### config.mk
export PLATFORM = sky130hd
export DESIGN_NAME = lp_config_loader
export DESIGN_NICKNAME = d
export VERILOG_FILES = /design/src/rtl/lp_cfg_pkg.sv /design/src/rtl/lp_cfg_shift.sv /design/src/rtl/lp_config_loader.sv
export SDC_FILE = /design/constraint.sdc
export NUM_CORES = 1
export LEC_CHECK = 0
export ABC_AREA = 1
export CAP_MARGIN = 20
export CELL_PAD_IN_SITES_DETAIL_PLACEMENT = 1
export CELL_PAD_IN_SITES_GLOBAL_PLACEMENT = 1
export CORE_MARGIN = 1.5
export CORE_UTILIZATION = 43
export DETAILED_ROUTE_END_ITERATION = 7
export GPL_ROUTABILITY_DRIVEN = 0
export PLACE_DENSITY_LB_ADDON = 0.25
export SLEW_MARGIN = 25
export SYNTH_ARGS = -nofsm -noshare
export SYNTH_HDL_FRONTEND = slang
export SYNTH_SLANG_ARGS = --single-unit
### constraint.sdc
create_clock -name clk -period 2.1 [get_ports clk]
set_input_delay 0.42 -clock clk [delete_from_list [all_inputs] [get_ports clk]]
set_output_delay 0.42 -clock clk [all_outputs]
set_load 0.005 [all_outputs]
### src/rtl/lp_cfg_pkg.sv
// ---------------------------------------------------------------------------
// Module   : lp_cfg_pkg
// Purpose  : Shared types and frame layout constants for the config loader.
// Revision : 1.0  initial release
// ---------------------------------------------------------------------------
`default_nettype none

package lp_cfg_pkg;

   typedef enum logic [2:0] {
      ST_IDLE = 3'd0,
      ST_SYNC = 3'd1,
      ST_IDX  = 3'd2,
      ST_DATA = 3'd3,
      ST_PAR  = 3'd4,
      ST_LAST = 3'd5,
      ST_DONE = 3'd6
   } lp_cfg_state_e;

   // Data word layout: LUT[15:0] occupies the top bits, then switch, then carry-sel.
   localparam int   FRAME_DATA_W = 18;
   localparam int   SW_POS       = 1;
   localparam int   CS_POS       = 0;
   localparam logic SYNC_BIT     = 1'b1;

endpackage : lp_cfg_pkg

`default_nettype wire

### src/rtl/lp_cfg_shift.sv
// ---------------------------------------------------------------------------
// Module   : lp_cfg_shift
// Purpose  : MSB-first serial-in shift register with a field bit counter.
// Revision : 1.0  initial release
// ---------------------------------------------------------------------------
`default_nettype none

module lp_cfg_shift #(
   parameter int WIDTH = 18
) (
   input  logic             clk,
   input  logic             reset,
   input  logic             i_clear,
   input  logic             i_shift,
   input  logic             i_bit,
   output logic [WIDTH-1:0] o_data,
   output logic             o_cnt_hit
);

   localparam int CNT_W = (WIDTH > 1) ? $clog2(WIDTH) : 1;

   logic [CNT_W-1:0] r_cnt;
   logic [WIDTH-1:0] r_data;

   // High while the next accepted bit is the final bit of the field.
   assign o_cnt_hit = (r_cnt == CNT_W'(WIDTH - 1));
   assign o_data    = r_data;

   always_ff @(posedge clk or negedge reset) begin
      if (!reset) begin
         r_cnt  <= '0;
         r_data <= '0;
      end else if (i_clear) begin
         r_cnt  <= '0;
         r_data <= '0;
      end else if (i_shift) begin
         r_data <= (r_data << 1) | WIDTH'(i_bit);
         r_cnt  <= o_cnt_hit ? '0 : r_cnt + CNT_W'(1);
      end
   end

endmodule : lp_cfg_shift

`default_nettype wire

### src/rtl/lp_config_loader.sv
// ---------------------------------------------------------------------------
// Module   : lp_config_loader
// Purpose  : Bit-serial frame decoder that programs the logic_pair array.
//            Optional even-parity frame check enabled by LP_CFG_PARITY_EN.
// Revision : 1.0  initial release
// ---------------------------------------------------------------------------
`default_nettype none

module lp_config_loader #(
   parameter int NUM_PAIRS = 4,
   parameter int IDX_W     = 2,
   parameter int LUT_W     = 16
) (
   input  logic                       clk,
   input  logic                       reset,
   input  logic                       cfg_start,
   input  logic                       cfg_bit,
   input  logic                       cfg_valid,
   output logic                       cfg_ready,
   output logic [NUM_PAIRS*LUT_W-1:0] look_up_t_bus,
   output logic [NUM_PAIRS-1:0]       switch_bus,
   output logic [NUM_PAIRS-1:0]       carry_sel_bus,
   output logic                       prgm_b,
   output logic [NUM_PAIRS-1:0]       CLB_prgm_b,
   output logic                       busy,
   output logic                       done,
   output logic                       err
);

   import lp_cfg_pkg::*;

   localparam logic [IDX_W:0] c_num_pairs = (IDX_W + 1)'(NUM_PAIRS);

`ifdef LP_CFG_PARITY_EN
   localparam lp_cfg_state_e c_after_data = ST_PAR;
`else
   localparam lp_cfg_state_e c_after_data = ST_LAST;
`endif

   lp_cfg_state_e r_state;
   lp_cfg_state_e w_state_nxt;

   logic                    r_cfg_ready;
   logic                    r_busy;
   logic                    r_prgm_b;
   logic                    r_done;
   logic                    r_err;

   logic                    w_acc;
   logic                    w_clear;
   logic                    w_start_ok;
   logic                    w_last_acc;
   logic                    w_idx_ok;
   logic                    w_par_ok;
   logic                    w_commit;
   logic                    w_idx_hit;
   logic                    w_data_hit;
   logic [IDX_W-1:0]        w_idx;
   logic [FRAME_DATA_W-1:0] w_data;

   assign w_acc      = cfg_valid & r_cfg_ready;
   assign w_clear    = (r_state == ST_SYNC);
   assign w_start_ok = cfg_start & ((r_state == ST_IDLE) | (r_state == ST_DONE));
   assign w_last_acc = w_acc & (r_state == ST_LAST);
   assign w_idx_ok   = ({1'b0, w_idx} < c_num_pairs);
   assign w_commit   = w_last_acc & w_idx_ok & w_par_ok;

   lp_cfg_shift #(.WIDTH(IDX_W)) u_idx_shift (
      .clk       (clk),
      .reset     (reset),
      .i_clear   (w_clear),
      .i_shift   (w_acc & (r_state == ST_IDX)),
      .i_bit     (cfg_bit),
      .o_data    (w_idx),
      .o_cnt_hit (w_idx_hit)
   );

   lp_cfg_shift #(.WIDTH(FRAME_DATA_W)) u_data_shift (
      .clk       (clk),
      .reset     (reset),
      .i_clear   (w_clear),
      .i_shift   (w_acc & (r_state == ST_DATA)),
      .i_bit     (cfg_bit),
      .o_data    (w_data),
      .o_cnt_hit (w_data_hit)
   );

`ifdef LP_CFG_PARITY_EN
   logic r_par_bit;

   always_ff @(posedge clk or negedge reset) begin
      if (!reset) begin
         r_par_bit <= 1'b0;
      end else if (w_acc && (r_state == ST_PAR)) begin
         r_par_bit <= cfg_bit;
      end
   end

   // Even parity: index, data and parity bit together XOR to zero.
   assign w_par_ok = (r_par_bit == (^{w_idx, w_data}));
`else
   assign w_par_ok = 1'b1;
`endif

   always_ff @(posedge clk or negedge reset) begin
      if (!reset) begin
         r_state <= ST_IDLE;
      end else begin
         r_state <= w_state_nxt;
      end
   end

   always_comb begin
      w_state_nxt = r_state;
      case (r_state)
         ST_IDLE: if (cfg_start)                       w_state_nxt = ST_SYNC;
         ST_SYNC: if (w_acc && (cfg_bit == SYNC_BIT))  w_state_nxt = ST_IDX;
         ST_IDX:  if (w_acc && w_idx_hit)              w_state_nxt = ST_DATA;
         ST_DATA: if (w_acc && w_data_hit)             w_state_nxt = c_after_data;
`ifdef LP_CFG_PARITY_EN
         ST_PAR:  if (w_acc)                           w_state_nxt = ST_LAST;
`endif
         ST_LAST: if (w_acc)                           w_state_nxt = cfg_bit ? ST_DONE : ST_SYNC;
         ST_DONE: if (cfg_start)                       w_state_nxt = ST_SYNC;
         default:                                      w_state_nxt = ST_IDLE;
      endcase
   end

   // Status outputs are decoded from the next state so they register alongside it.
   always_ff @(posedge clk or negedge reset) begin
      if (!reset) begin
         r_cfg_ready <= 1'b0;
         r_busy      <= 1'b0;
         r_prgm_b    <= 1'b1;
         r_done      <= 1'b0;
      end else begin
         r_cfg_ready <= (w_state_nxt != ST_IDLE) && (w_state_nxt != ST_DONE);
         r_busy      <= (w_state_nxt != ST_IDLE) && (w_state_nxt != ST_DONE);
         r_prgm_b    <= (w_state_nxt == ST_IDLE) || (w_state_nxt == ST_DONE);
         r_done      <= (w_state_nxt == ST_DONE);
      end
   end

   always_ff @(posedge clk or negedge reset) begin
      if (!reset) begin
         r_err <= 1'b0;
      end else if (w_start_ok) begin
         r_err <= 1'b0;
      end else if (w_last_acc && !(w_idx_ok && w_par_ok)) begin
         r_err <= 1'b1;
      end
   end

   assign cfg_ready = r_cfg_ready;
   assign busy      = r_busy;
   assign prgm_b    = r_prgm_b;
   assign done      = r_done;
   assign err       = r_err;

   for (genvar gi = 0; gi < NUM_PAIRS; gi++) begin : g_pair
      logic             w_sel;
      logic [LUT_W-1:0] r_lut;
      logic             r_sw;
      logic             r_cs;
      logic             r_strobe_n;

      assign w_sel = w_commit && (w_idx == IDX_W'(gi));

      always_ff @(posedge clk or negedge reset) begin
         if (!reset) begin
            r_lut      <= '0;
            r_sw       <= 1'b0;
            r_cs       <= 1'b0;
            r_strobe_n <= 1'b1;
         end else begin
            r_strobe_n <= ~w_sel;
            if (w_sel) begin
               r_lut <= w_data[FRAME_DATA_W-1 -: LUT_W];
               r_sw  <= w_data[SW_POS];
               r_cs  <= w_data[CS_POS];
            end
         end
      end

      assign look_up_t_bus[gi*LUT_W +: LUT_W] = r_lut;
      assign switch_bus[gi]                   = r_sw;
      assign carry_sel_bus[gi]                = r_cs;
      assign CLB_prgm_b[gi]                   = r_strobe_n;
   end

endmodule : lp_config_loader

`default_nettype wire

Word level (Yosys, flattened, before mapping)

Index checks and enable logic that the tools add are counted.

Magnitude comparators: 0
Reductions and logical operators: 16
Bitwise logic cells: 10
Divide/modulo/power cells: 0
Mux-type cells: 17
Equality and inequality tests: 11
Shift-type cells: 0
Multiply operators: 0
Add/subtract/negate cells: 2

Operators by type and width:

| operator                                                              | count |
|---|---|
| 18-bit two-way mux                                                    | 2 |
| 3-bit two-way mux                                                     | 6 |
| 18-bit by 1-bit OR with 18-bit output                                 | 1 |
| 5-bit two-way mux                                                     | 3 |
| 3-bit case mux with 5 select lines                                    | 1 |
| 3-bit equality test, second input constant                            | 3 |
| 1-bit logical AND                                                     | 8 |
| 3-bit by 2-bit equality test with 1-bit output, second input constant | 2 |
| 3-bit zero test                                                       | 2 |
| 5-bit by 1-bit adder with 5-bit output, second input constant         | 1 |
| 5-bit equality test, second input constant                            | 1 |
| 1-bit bitwise AND                                                     | 4 |
| 2-bit equality test, second input constant                            | 2 |
| 2-bit two-way mux                                                     | 2 |
| 1-bit inverter                                                        | 4 |
| 2-bit nonzero test                                                    | 2 |
| 3-bit by 1-bit equality test with 1-bit output, second input constant | 1 |
| 1-bit two-way mux                                                     | 3 |
| 3-bit != test, second input constant                                  | 1 |
| 3-bit nonzero test                                                    | 1 |
| 2-bit by 1-bit equality test with 1-bit output, second input constant | 1 |
| 2-bit zero test                                                       | 1 |
| 2-bit by 1-bit OR with 2-bit output                                   | 1 |
| 2-bit OR reduction                                                    | 1 |
| 2 further kinds                                                       | 2 |

Input bits: 5
Bits in writable memories: 0
Bits in latches: 0
Memory bits (read-only): 0
Register bits: 108
Output and inout bits: 81
Word-level logic and storage cells: 80
Memories kept: 0

Longest topological paths before layout

Word-level depth: 6
Depth in mapped cells: 9
Mapped depth without buffers: 9

Modules after synthesis

A second synthesis with hierarchy kept.

Cell total of the unflattened synthesis: 440
Area total of the unflattened synthesis: 4,546.9 µm²

By module, submodules not included:

| module                      | times used | cells an instance | sequential area each (µm²) | area each (µm²) |
|---|---|---|---|---|
| lp_config_loader            | 1          | 325               | 2,058.2                    | 3,397.0 |
| lp_cfg_shift (u_data_shift) | 1          | 100               | 575.6                      | 1,027.2 |
| lp_cfg_shift (u_idx_shift)  | 1          | 15                | 75.1                       | 122.6 |

Worst setup path before layout

OpenSTA, ideal clock, no wires.

Kind: reg-to-reg
From: register r_state[1]
To: register g_pair[3].r_lut[7]
Data required time: 1.977 ns
Buffers on the path: 1
Data arrival time: 1.256 ns
Path slack: 0.721 ns
Setup time: 0.123 ns
Cell stages (with the launch flop): 8
Period minus slack after synthesis: 1.379 ns
Path through: dfrtp_1 nor2_4 nand2_4 nor2_8 nand3_4 buf_4 nand2_1 o21ai_2

Word-level cells in the longest chain between the ends: 3

Ends and longest elaborated chain:

| item                   | line                    | RTL |
|---|---|---|
| from (decl)            | lp_config_loader.sv:40  | `lp_cfg_state_e r_state;` |
| from (signal assigned) | lp_config_loader.sv:109 | `r_state <= w_state_nxt;` |
| 3-bit equality test    | lp_config_loader.sv:64  | `assign w_last_acc = w_acc & (r_state == ST_LAST);` |
| 1-bit bitwise AND      | lp_config_loader.sv:64  |  |
| 1-bit logical AND      | lp_config_loader.sv:167 | `assign w_sel = w_commit && (w_idx == IDX_W'(gi));` |
| to (signal assigned)   | lp_config_loader.sv:178 | `r_lut <= w_data[FRAME_DATA_W-1 -: LUT_W];` |
| to (decl)              | lp_config_loader.sv:162 | `logic [LUT_W-1:0] r_lut;` |

No other way between the ends.
A chain may end at the register's enable or synchronous reset.

Final worst setup path

From: register r_prgm_b (netlist: prgm_b)
To: output port prgm_b

RTL lines:

| item                   | line                    | RTL |
|---|---|---|
| from (decl)            | lp_config_loader.sv:45  | `logic r_prgm_b;` |
| from (signal assigned) | lp_config_loader.sv:139 | `r_prgm_b <= (w_state_nxt == ST_IDLE) \|\| (w_state_nxt == ST_DONE);` |
| to (decl)              | lp_config_loader.sv:23  | `output logic prgm_b,` |

No word-level cell between the ends.

==> flow_summary_export.csv <==
group,metric,value,unit
cts,cts_buffers,9,
cells_and_area,drive_above_1_share,17.77,%
floorplan,die_x,105.4,um
critical_path,crit_family,"flip-flops",
critical_path,reg2reg_to,"u_data_shift.o_data[11]$_DFFE_PN0P_",
floorplan,fp.dieH,105.4,um
cells_and_area,stdcell_area,5657,sq um
sta,setup_tns,0,ns
sta,min_period,1.816,ns
placed_design,port_buffers,84,
critical_path,worstSetupPathType,"register to output pin",
route,wl_per_cell,15.38,um
placed_design,dp_hpwl,7172,um
cells_and_area,mostFrequentLayoutCell,"dfrtp_1",
route,drtPass1Iterations,4,
sta,timing.fmax,0.5506,GHz
cts,htreeDepth,3,
sta,finalHoldViolations,0,
cells_and_area,fillers,1147,
critical_path,worstPathRequired,1.68,ns
cts,cts_tree,"built",
route,drc,0,
pwr,power_density,740.2,nW/um^2
pwr,irDropWorstVdd,0.4952,mV
floorplan,dieArea,11120,sq um
global_route,antenna_found_initial,0,
floorplan,start_util,44.11,%
critical_path,cp_max_fo,1,
cts,clockRootBuffer,"clkbuf_8",
sta,report.final.slew_viol_count,0,
synth,synth_area,4513,sq um
global_route,grt_usage,19.45,%
synth,ys_seq_elements,108,
cells_and_area,area_growth,25.34,%
min_path,hold_path_class,"input port to asynchronous set/reset pin",
critical_path,cp_slowest_cell,"dfstp_2",
critical_path,max_stage_delay,0.54,ns
cts,max-clock-path-buffers,2,
sta,clock_skew,0.01275,ns
cts,clkTransAtPathRegs,0.11,ns
cts,post_cts_resized,0,
synth,syn_nets,435,
route,vias_per_cell,5.009,
critical_path,worstRegToRegCells,5,
synth,seq_area_frac_synth,60.02,%
synth,ys_types,28,
route,wl,9967,um
critical_path,r2r_slack,0.36,ns
floorplan,core_area,10230,sq um
global_route,grt_pass1_wl,17130,um
sta,finalSetupViolCount,0,
critical_path,cp_cell_sequence,"clkdlybuf4s50_1",
cells_and_area,antenna_cells,0,
global_route,grt_overflow,0,
placed_design,detailed_place.area,5451,sq um
critical_path,crit_arrival,1.40,ns
pwr,leakagePower,0.002462,uW
critical_path,crit_path_end_kind,"output pin",
synth,postSynthCellCount,428,
route,drt_iter0_markers,118,
route,vias,3246,
run_status,status,"finished, final reports clean",
critical_path,reg2reg_from,"r_state[2]$_DFF_PN0_",
cts,cts_setup_buffers,0,
global_route,grt_pass1_vias,3390,
cells_and_area,layout.nets,514,
synth,syn_area_per_cell,10.54,sq um
floorplan,rows,37,
sta,rsz0062_at_grt,"false",
flow_run,maxCapViolations,0,
critical_path,cp-start-kind,"register",
critical_path,critPathBufInv,1,
synth,ys_warn_count,0,
cts,cts_sinks,108,
cells_and_area,final_cell_mix,"dfrtp_1 (103), nand2_1 (92), clkdlybuf4s50_1 (83), o21ai_2 (43), inv_1 (33)",
sta,min_period_over_period,86.48,%
global_route,grt_max_degree,40,
floorplan,ios,86,
route,ant_nets,0,
cts,cts_hold_buf,1,
cts,clk_latency,0.36,ns
## sequential cells by signal (all words and copies together), names as in the netlist, 2 cells and up
name                 cells
r_state                  3
g_pair.r_lut            64
g_pair.r_strobe_n        4
u_idx_shift.o_data       2
u_data_shift.r_cnt       5
g_pair.r_sw              4
u_data_shift.o_data     18
g_pair.r_cs              4
## worst max-delay path by stage
stage | endpoint | slack, ns | start | depth (start not counted)
6_report | prgm_b | 0.28 | prgm_b$_DFF_PN1_ | 1
5_1_grt | u_data_shift.o_data[9]$_DFFE_PN0P_ | 0.20 | r_state[2]$_DFF_PN0_ | 5
4_1_cts | prgm_b | 0.26 | prgm_b$_DFF_PN1_ | 1
3_5_place_dp | u_data_shift.r_cnt[3]$_DFFE_PN0P_ | 0.03 | cfg_valid | 7
3_3_place_gp | u_data_shift.r_cnt[3]$_DFFE_PN0P_ | 0.15 | cfg_valid | 7
2_1_floorplan | g_pair[3].r_lut[7]$_DFFE_PN0P_ | 0.72 | r_state[1]$_DFF_PN0_ | 7
## report_power, final
part | internal, uW | total (uW) | switching (uW)
combinational | 242 | 730 | 488
clock | 512 | 1230 | 714
sequential | 2150 | 2230 | 77.0
## cells in the mapped netlist
| cell type | count | area, sq um |
|---|---|---|
| dfrtp_1 | 103 | 2577 |
| clkbuf_1 | 1 | 3.750 |
| nor3_1 | 2 | 10.01 |
| inv_1 | 33 | 123.9 |
| nand2_4 | 1 | 11.26 |
| buf_4 | 16 | 120.1 |
| ha_1 | 2 | 25.02 |
| inv_2 | 3 | 11.26 |
| conb_1 | 1 | 3.750 |
| nand2_1 | 92 | 345.3 |
| o21ai_0 | 28 | 140.1 |
| nand2_2 | 1 | 6.260 |
| clkbuf_2 | 1 | 5.000 |
| nor2_4 | 1 | 11.26 |
| nand3_1 | 31 | 155.2 |
| nor2_1 | 9 | 33.78 |
| o21ai_1 | 29 | 145.1 |
| nor2_8 | 1 | 20.02 |
| buf_2 | 2 | 10.01 |
| a21oi_1 | 4 | 20.02 |
| buf_6 | 11 | 123.9 |
| xor2_1 | 1 | 8.760 |
| nand3_2 | 1 | 10.01 |
| o22ai_1 | 1 | 6.260 |
| o21ai_2 | 43 | 376.6 |
| a22oi_1 | 1 | 7.510 |
| dfstp_2 | 5 | 131.4 |
| nand3_4 | 4 | 70.07 |
## per-layer routing
| layer | track usage (%) | wire [um] | up-vias |
|---|---|---|---|
| met1 | 26.60 | 4449 | 1623 |
| met5 | 0 | 0 | - |
| li1 | - | - | 1564 |
| met2 | 32.82 | 5204 | 54 |
| met4 | 5.284 | 71 | 0 |
| met3 | 2.412 | 242 | 5 |
## cell families after synthesis
| family | after synthesis | share of synthesized area [%] |
|---|---|---|
| buf+inv | 67 | 8.816 |
| compound gates | 106 | 15.41 |
| simple gates | 143 | 14.92 |
| xor+xnor | 1 | 0.1941 |
| other cells | 1 | 0.08309 |
| flops | 108 | 60.02 |
| fa+ha+maj | 2 | 0.5544 |
## per-stage QoR
step | power [uW] | std cells | hold slack, ns | worst slack [ns] | utilization, %
CTS | 4235 | 648 | 0.4614 | 0.2559 | 55.29
detailed placement | 3009 | 631 | 0.3105 | 0.03179 | 53.28
global route | 4404 | 648 | 0.4695 | 0.2008 | 55.29
floorplan | 2697 | 428 | 0.1244 | 0.7208 | -
global placement | 2966 | 631 | 0.3036 | 0.1474 | 53.28
finish | 4187 | 648 | 0.4597 | 0.2839 | 55.29
## area by class of cell
cell class	instances	area [sq um]	share of cell area (%)
Clock buffer	11	151.4	2.676
Clock inverter	5	43.79	0.7742
Inverter	36	135.1	2.389
Multi-Input combinational cell	253	1406	24.86
Sequential cell	108	2709	47.89
Tap cell	136	170.2	3.008
Timing Repair Buffer	99	1041	18.40
No activity file was read; power rests on OpenSTA's default activity.
